## src/rtl/cpu_run_ctrl.sv

```systemverilog
// cpu_run_ctrl: run/step/halt/reset sequencer for a debug-controlled CPU.
// Gates the CPU clock enable for single-step, free-run and reset sequences,
// stops on a PC breakpoint, and counts executed CPU cycles.
//
// Ports:
//   clk, rst              clock, synchronous active-high reset
//   cmd_valid/cmd_ready   command handshake (accepted when both high at a rising edge)
//   cmd_op                00 STEP, 01 RUN, 10 HALT, 11 CPU_RESET
//   cmd_cnt               step count for STEP
//   bp_en, bp_addr        breakpoint enable and PC
//   pc                    CPU IF-stage PC (current cycle)
//   cpu_ce, cpu_rst       CPU clock enable and CPU reset
//   busy                  controller not idle
//   done, stop_cause      completion pulse and reason (00 reset, 01 count, 10 bp, 11 halt)
//   cyc_cnt               total CPU cycles executed (reset sequence excluded)
module cpu_run_ctrl #(
  parameter int unsigned RST_HOLD = 4,
  parameter int unsigned CNT_W    = 16
) (
  input  logic             clk,
  input  logic             rst,
  input  logic             cmd_valid,
  input  logic [1:0]       cmd_op,
  input  logic [CNT_W-1:0] cmd_cnt,
  output logic             cmd_ready,
  input  logic             bp_en,
  input  logic [31:0]      bp_addr,
  input  logic [31:0]      pc,
  output logic             cpu_ce,
  output logic             cpu_rst,
  output logic             busy,
  output logic             done,
  output logic [1:0]       stop_cause,
  output logic [31:0]      cyc_cnt
);

  localparam int unsigned HW = (RST_HOLD < 2) ? 1 : $clog2(RST_HOLD + 1);
  localparam logic [HW-1:0] HOLD_INIT = HW'(RST_HOLD);

  localparam logic [1:0] OP_STEP = 2'b00;
  localparam logic [1:0] OP_RUN  = 2'b01;
  localparam logic [1:0] OP_HALT = 2'b10;
  localparam logic [1:0] OP_CRST = 2'b11;

  typedef enum logic [1:0] {S_IDLE, S_RSEQ, S_STEP, S_RUN} state_t;

  state_t           state;
  logic [HW-1:0]    hold;
  logic [CNT_W-1:0] remaining;
  logic             first;

  logic bp_hit;
  logic bp_stop;
  logic accept;
  logic halt_req;

  always_comb begin
    bp_hit    = bp_en && (pc == bp_addr);
    // The breakpoint is only honoured once the command has executed a cycle,
    // so a new command can always step off the PC it stopped on.
    bp_stop   = bp_hit && first;
    cmd_ready = !rst && ((state == S_IDLE) || (state == S_RUN));
    accept    = cmd_valid && cmd_ready;
    halt_req  = accept && (state == S_RUN) && (cmd_op == OP_HALT);
    busy      = rst || (state != S_IDLE);
    cpu_rst   = rst || (state == S_RSEQ);
    cpu_ce    = 1'b0;
    if (!rst) begin
      unique case (state)
        S_RSEQ:  cpu_ce = 1'b1;
        S_STEP:  cpu_ce = !bp_stop;
        S_RUN:   cpu_ce = !bp_stop && !halt_req;
        default: cpu_ce = 1'b0;
      endcase
    end
  end

  always_ff @(posedge clk) begin
    if (rst) begin
      state      <= S_RSEQ;
      hold       <= HOLD_INIT;
      cyc_cnt    <= '0;
      stop_cause <= 2'b00;
      done       <= 1'b0;
      remaining  <= '0;
      first      <= 1'b0;
    end else begin
      done <= 1'b0;
      if (cpu_ce && (state != S_RSEQ))
        cyc_cnt <= cyc_cnt + 32'd1;

      unique case (state)
        S_IDLE: begin
          if (accept) begin
            unique case (cmd_op)
              OP_STEP: begin
                if (cmd_cnt != '0) begin
                  remaining <= cmd_cnt;
                  first     <= 1'b0;
                  state     <= S_STEP;
                end else begin
                  done       <= 1'b1;
                  stop_cause <= 2'b01;
                end
              end
              OP_RUN: begin
                first <= 1'b0;
                state <= S_RUN;
              end
              OP_HALT: begin
                done       <= 1'b1;
                stop_cause <= 2'b11;
              end
              OP_CRST: begin
                hold  <= HOLD_INIT;
                state <= S_RSEQ;
              end
              default: ;
            endcase
          end
        end

        S_RSEQ: begin
          if (hold <= HW'(1)) begin
            state      <= S_IDLE;
            done       <= 1'b1;
            stop_cause <= 2'b00;
          end else begin
            hold <= hold - HW'(1);
          end
        end

        S_STEP: begin
          if (bp_stop) begin
            state      <= S_IDLE;
            done       <= 1'b1;
            stop_cause <= 2'b10;
          end else begin
            remaining <= remaining - CNT_W'(1);
            first     <= 1'b1;
            if (remaining == CNT_W'(1)) begin
              state      <= S_IDLE;
              done       <= 1'b1;
              stop_cause <= 2'b01;
            end
          end
        end

        S_RUN: begin
          // HALT outranks a simultaneous breakpoint; other ops are dropped.
          if (halt_req) begin
            state      <= S_IDLE;
            done       <= 1'b1;
            stop_cause <= 2'b11;
          end else if (bp_stop) begin
            state      <= S_IDLE;
            done       <= 1'b1;
            stop_cause <= 2'b10;
          end else begin
            first <= 1'b1;
          end
        end

        default: state <= S_IDLE;
      endcase
    end
  end

endmodule

```

## config.mk

```make
export PLATFORM = sky130hd
export DESIGN_NAME = cpu_run_ctrl
export DESIGN_NICKNAME = d
export VERILOG_FILES = /design/src/rtl/cpu_run_ctrl.sv
export SDC_FILE = /design/constraint.sdc
export NUM_CORES = 1
export LEC_CHECK = 0
export CAP_MARGIN = 20
export CORE_ASPECT_RATIO = 1.1
export CORE_MARGIN = 10
export CORE_UTILIZATION = 35
export CTS_BUF_LIST = sky130_fd_sc_hd__clkbuf_4 sky130_fd_sc_hd__clkbuf_8 sky130_fd_sc_hd__clkbuf_16
export DETAILED_ROUTE_END_ITERATION = 12
export GPL_TIMING_DRIVEN = 1
export PLACE_DENSITY_LB_ADDON = 0.3
export RECOVER_POWER = 50
export SYNTH_ARGS = -nofsm -noshare
export SYNTH_HDL_FRONTEND = slang
export SYNTH_SLANG_ARGS = --single-unit
```

## constraint.sdc

```tcl
create_clock -name clk -period 3.05 [get_ports clk]
set_clock_uncertainty 0.1 [all_clocks]
set_input_delay 0.61 -clock clk [delete_from_list [all_inputs] [get_ports clk]]
set_output_delay 0.61 -clock clk [all_outputs]
set_load 0.02 [all_outputs]
```

==> metrics.log, run 1 <==
[metrics] outcome: finished, final reports clean
[metrics] Final setup violation count: 0
[metrics] Max IR drop VDD: 0.000220 V
[metrics] Max Used Layer: met4
[metrics] leading cell type in the layout, fill and taps excluded: clkdlybuf4s50_1
[metrics] diodes inserted: 0
[metrics] library cell with the largest summed area after synthesis: dfxtp_1
[metrics] synthesized instance count: between 400 and 500
[metrics] total gr overflow: 0
[metrics] PnR Total Power: 2.55 mW
[metrics] via count of the first global-routing pass: about 4000
[metrics] number of buffers and inverters on the critical path: 3
[metrics] fraction of final layout cells sized beyond drive strength 1: 0.104
[metrics] routed via count: between 4000 and 5000
[metrics] number of buffers inserted during clock tree synthesis: 9
[metrics] unrepaired setup endpoints after global routing: false
[metrics] number of optimization iterations in the first detailed-route pass: 4
[metrics] Async SR Flop Fraction: 0
[metrics] Die Width: between 100 and 150 um
[metrics] Post-route DRC: 0
[metrics] most frequent cells in the layout: clkdlybuf4s50_1 (67), dfxtp_1 (57), nand2_1 (48), xnor2_1 (43), dlygate4sd3_1 (37)
[metrics] master cell of the clock root buffer: clkbuf_16
[metrics] Max FO, Critical Path: 2
[metrics] routability-driven placement congestion ratio: around 0.84
[metrics] overall track demand over capacity in global routing: 0.146
[metrics] main area contributors after synthesis: dfxtp_1 (30%), xnor2_1 (10%), nand2_1 (4.7%)
[metrics] routed vias/inst: 5.32
[metrics] Max Transition Viols Final: 0
[metrics] initial antenna violation count: 0
[metrics] net count of the mapped netlist: 575
[metrics] gate family responsible for the most delay along the worst path: buffers and inverters
[metrics] total non-filler cell area in the finished layout: approximately 0.0057 sq mm
[metrics] static power due to leakage: between 2 and 2.5 nW
[metrics] primary flip-flop cell chosen by synthesis mapping: dfxtp_1
[metrics] Die Y-Extent: ~130 um
[metrics] amount of wire on met3 after detailed routing: around 680 um
[metrics] max_cap viols: 0
[metrics] CTS Sinks: 57
[metrics] Seq cells post-synth: 57
[metrics] Critical Path RT: between 2 and 2.5 ns
[metrics] Post-Synthesis Cell Area: between 0.003 and 0.004 sq mm
[metrics] largest buffer count on any clock path: 2
[metrics] DRT antenna net count: 0
[metrics] starting density of the core: 0.355
[metrics] initial drt markers: 292
[metrics] maximum clock frequency: roughly 0.34 GHz
[metrics] Critical-path top delay cell: clkdlybuf4s50_1
[metrics] worst hold-check path type: register to register
[metrics] ordered list of cells on the worst path: clkdlybuf4s50_1 > xnor2_1 > nand4_1 > nor3_2 > buf_4 > nand3_2 > o21ai_2 > o21ba_2 > nor2_1 > buf_4
[metrics] Area after DPL: 0.00535 sq mm
[metrics] WL met2: between 6 and 7 mm
[metrics] synthesized area divided by synthesized cell count: about 8 sq um
[metrics] TritonCTS clock tree: yes
[metrics] H-tree lvl count: 3
[metrics] row count: 40
[metrics] global-route wire length before repair: around 19 mm
[metrics] WL per Instance: around 16 um
[metrics] fraction of the cycle the final worst path needs: 0.959
[metrics] synthesis-to-layout area growth: 48.7%
[metrics] area of the core: between 0.01 and 0.015 sq mm
[metrics] final critical-path setup slack: ~0.12 ns
[metrics] Slew headroom: 0.512
[metrics] final design utilization: 0.528
[metrics] total of warnings raised by yosys: 0
[metrics] count of placed standard cells including taps: roughly 750
[metrics] transition at the pin with the smallest max-transition slack: approximately 0.73 ns
[metrics] cell repeated most along the worst path: buf_4
[metrics] detailed-routing wirelength on met1: just under 5 mm
[metrics] delay of the slowest cell on the worst path: approximately 0.49 ns
[metrics] top-area cell type share of the netlist area: 0.297
[metrics] total wire length: about 12 mm
[metrics] clock edge transition at the registers on the reported setup and hold paths: 0.05 ns
[metrics] Critical Path Source Type: primary input
[metrics] Buffers on Ports: between 100 and 150
[metrics] Die Footprint: 0.0156 sq mm
[metrics] PwrDens: approximately 450 mW/mm^2
[metrics] sequential cell area fraction in the yosys report: 0.297
[metrics] Final Net Count: 710
[metrics] Yosys cell types: 61
[metrics] Critical Path AT: ~2.2 ns
[metrics] number of I/O pins: between 100 and 150
[metrics] clock network latency to the later pin of the worst-skew pair: 0.32 ns
[metrics] post-layout min period: a little under 3 ns
[metrics] dpl ws: -0.463 ns
[metrics] final hold violation count: 0
[metrics] Finished Layout Cells: 761
[metrics] sum of net half-perimeters after detailed placement: roughly 9.2 mm
[metrics] fill cell count: 1026
[metrics] maximum number of pins on one net before global-route repair: 37
[metrics] endpoint class of the critical path: output port
[metrics] EDFF count, synth: 0
[metrics] Crit Path Class: primary input to output port
logic make-up (layout without fill, tap and decap cells):
group                      count (synthesis)  after routing  synth area share
adders and majority gates                 14             14            0.0457
DFF                                       57             57             0.297
AOI/OAI and AO/OA                        115            115             0.199
xor gates and xnor gates                  44             44             0.100
muxes                                     20             20            0.0532
buffers and inverters                     46            185            0.0506
and+or+nand+nor                          179            179             0.253
worst paths after layout:
path                    start         end  slack, ns  depth (start not counted)
hold / removal        hold[1]     hold[1]       0.37                          2
hold reg to reg       hold[1]     hold[1]       0.37                          2
setup / recovery  bp_addr[22]      cpu_ce       0.12                         10
setup reg to reg     state[1]  cyc_cnt[6]       0.22                         11
stage by stage:
| stage | hold WS (ns) | setup TNS [ns] |
|---|---|---|
| CTS | 0.377 | 0 |
| finish | 0.371 | 0 |
| global placement | 0.357 | -1.91 |
| floorplan | 0.346 | 0 |
| global route | 0.410 | 0 |
| detailed placement | 0.371 | -2.36 |
power by group:
part	switching, mW	internal [mW]	total [mW]
clock	0.350	0.563	0.913
combinational	0.420	0.389	0.809
sequential	0.0377	0.793	0.831
total	0.808	1.74	2.55
registers in the layout, summed over array words and instances (netlist names):
signal and flops:
hold 3, stop_cause 2, state 2, done 1
cyc_cnt 32, first 1, remaining 16
cell usage after synthesis, types with 14 or more instances:
cell type,count
o31ai_1,16
dfxtp_1,57
inv_1,17
a21oi_1,32
or4_1,14
ha_1,14
mux2i_1,17
xnor2_1,44
nand2_1,48
clkbuf_1,20
nor2_1,35
nand3_1,22
o21ai_0,21
cell type report:
type	instances	area (sq um)	area share
Timing Repair Buffer	151	1500	0.263
Multi-Input combinational cell	372	2540	0.445
Clock inverter	5	32.5	0.00570
Sequential cell	57	1140	0.200
Tap cell	147	184	0.0322
Inverter	19	71.3	0.0125
Clock buffer	10	239	0.0419
worst min-delay path, stage by stage (launching register included):
cell      delay (ns)
dfxtp_1         0.30
nand2b_1        0.06
a21oi_1         0.06
routing by layer:
layer | up-vias | track usage
met1 | 1909 | 0.165
met4 | 0 | 0.0398
met5 | - | 0
met2 | 108 | 0.261
li1 | 2015 | -
met3 | 14 | 0.0436
what timing repair did:
| item | in CTS | in global routing |
|---|---|---|
| buffers inserted | 0 | 1 |
| endpoints found under the hold margin | 0 | 0 |
| resized for setup | 9 | 21 |
| hold buffers | 0 | 0 |
| endpoints found under the setup margin | 1 | 1 |
| pin swaps | 4 | 13 |
Power figures use the tool's default switching activity.
==> run 2: changes to the inputs <==
--- a/config.mk
+++ b/config.mk
@@ -14,6 +14,7 @@
 export GPL_TIMING_DRIVEN = 1
 export PLACE_DENSITY_LB_ADDON = 0.3
 export RECOVER_POWER = 50
+export SKIP_LAST_GASP = 1
 export SYNTH_ARGS = -nofsm -noshare
 export SYNTH_HDL_FRONTEND = slang
 export SYNTH_SLANG_ARGS = --single-unit
==> results of run 2 <==
No change in the layout: final DEF, timing and power equal those of run 1.
==> run 3: changes to the inputs <==
--- a/config.mk
+++ b/config.mk
@@ -10,8 +10,8 @@
 export CORE_MARGIN = 10
 export CORE_UTILIZATION = 35
 export CTS_BUF_LIST = sky130_fd_sc_hd__clkbuf_4 sky130_fd_sc_hd__clkbuf_8 sky130_fd_sc_hd__clkbuf_16
+export CTS_CLUSTER_DIAMETER = 50
 export DETAILED_ROUTE_END_ITERATION = 12
-export GPL_TIMING_DRIVEN = 1
 export PLACE_DENSITY_LB_ADDON = 0.3
 export RECOVER_POWER = 50
 export SKIP_LAST_GASP = 1
==> results of run 3 <==
No change in the layout: final DEF, timing and power equal those of run 1.
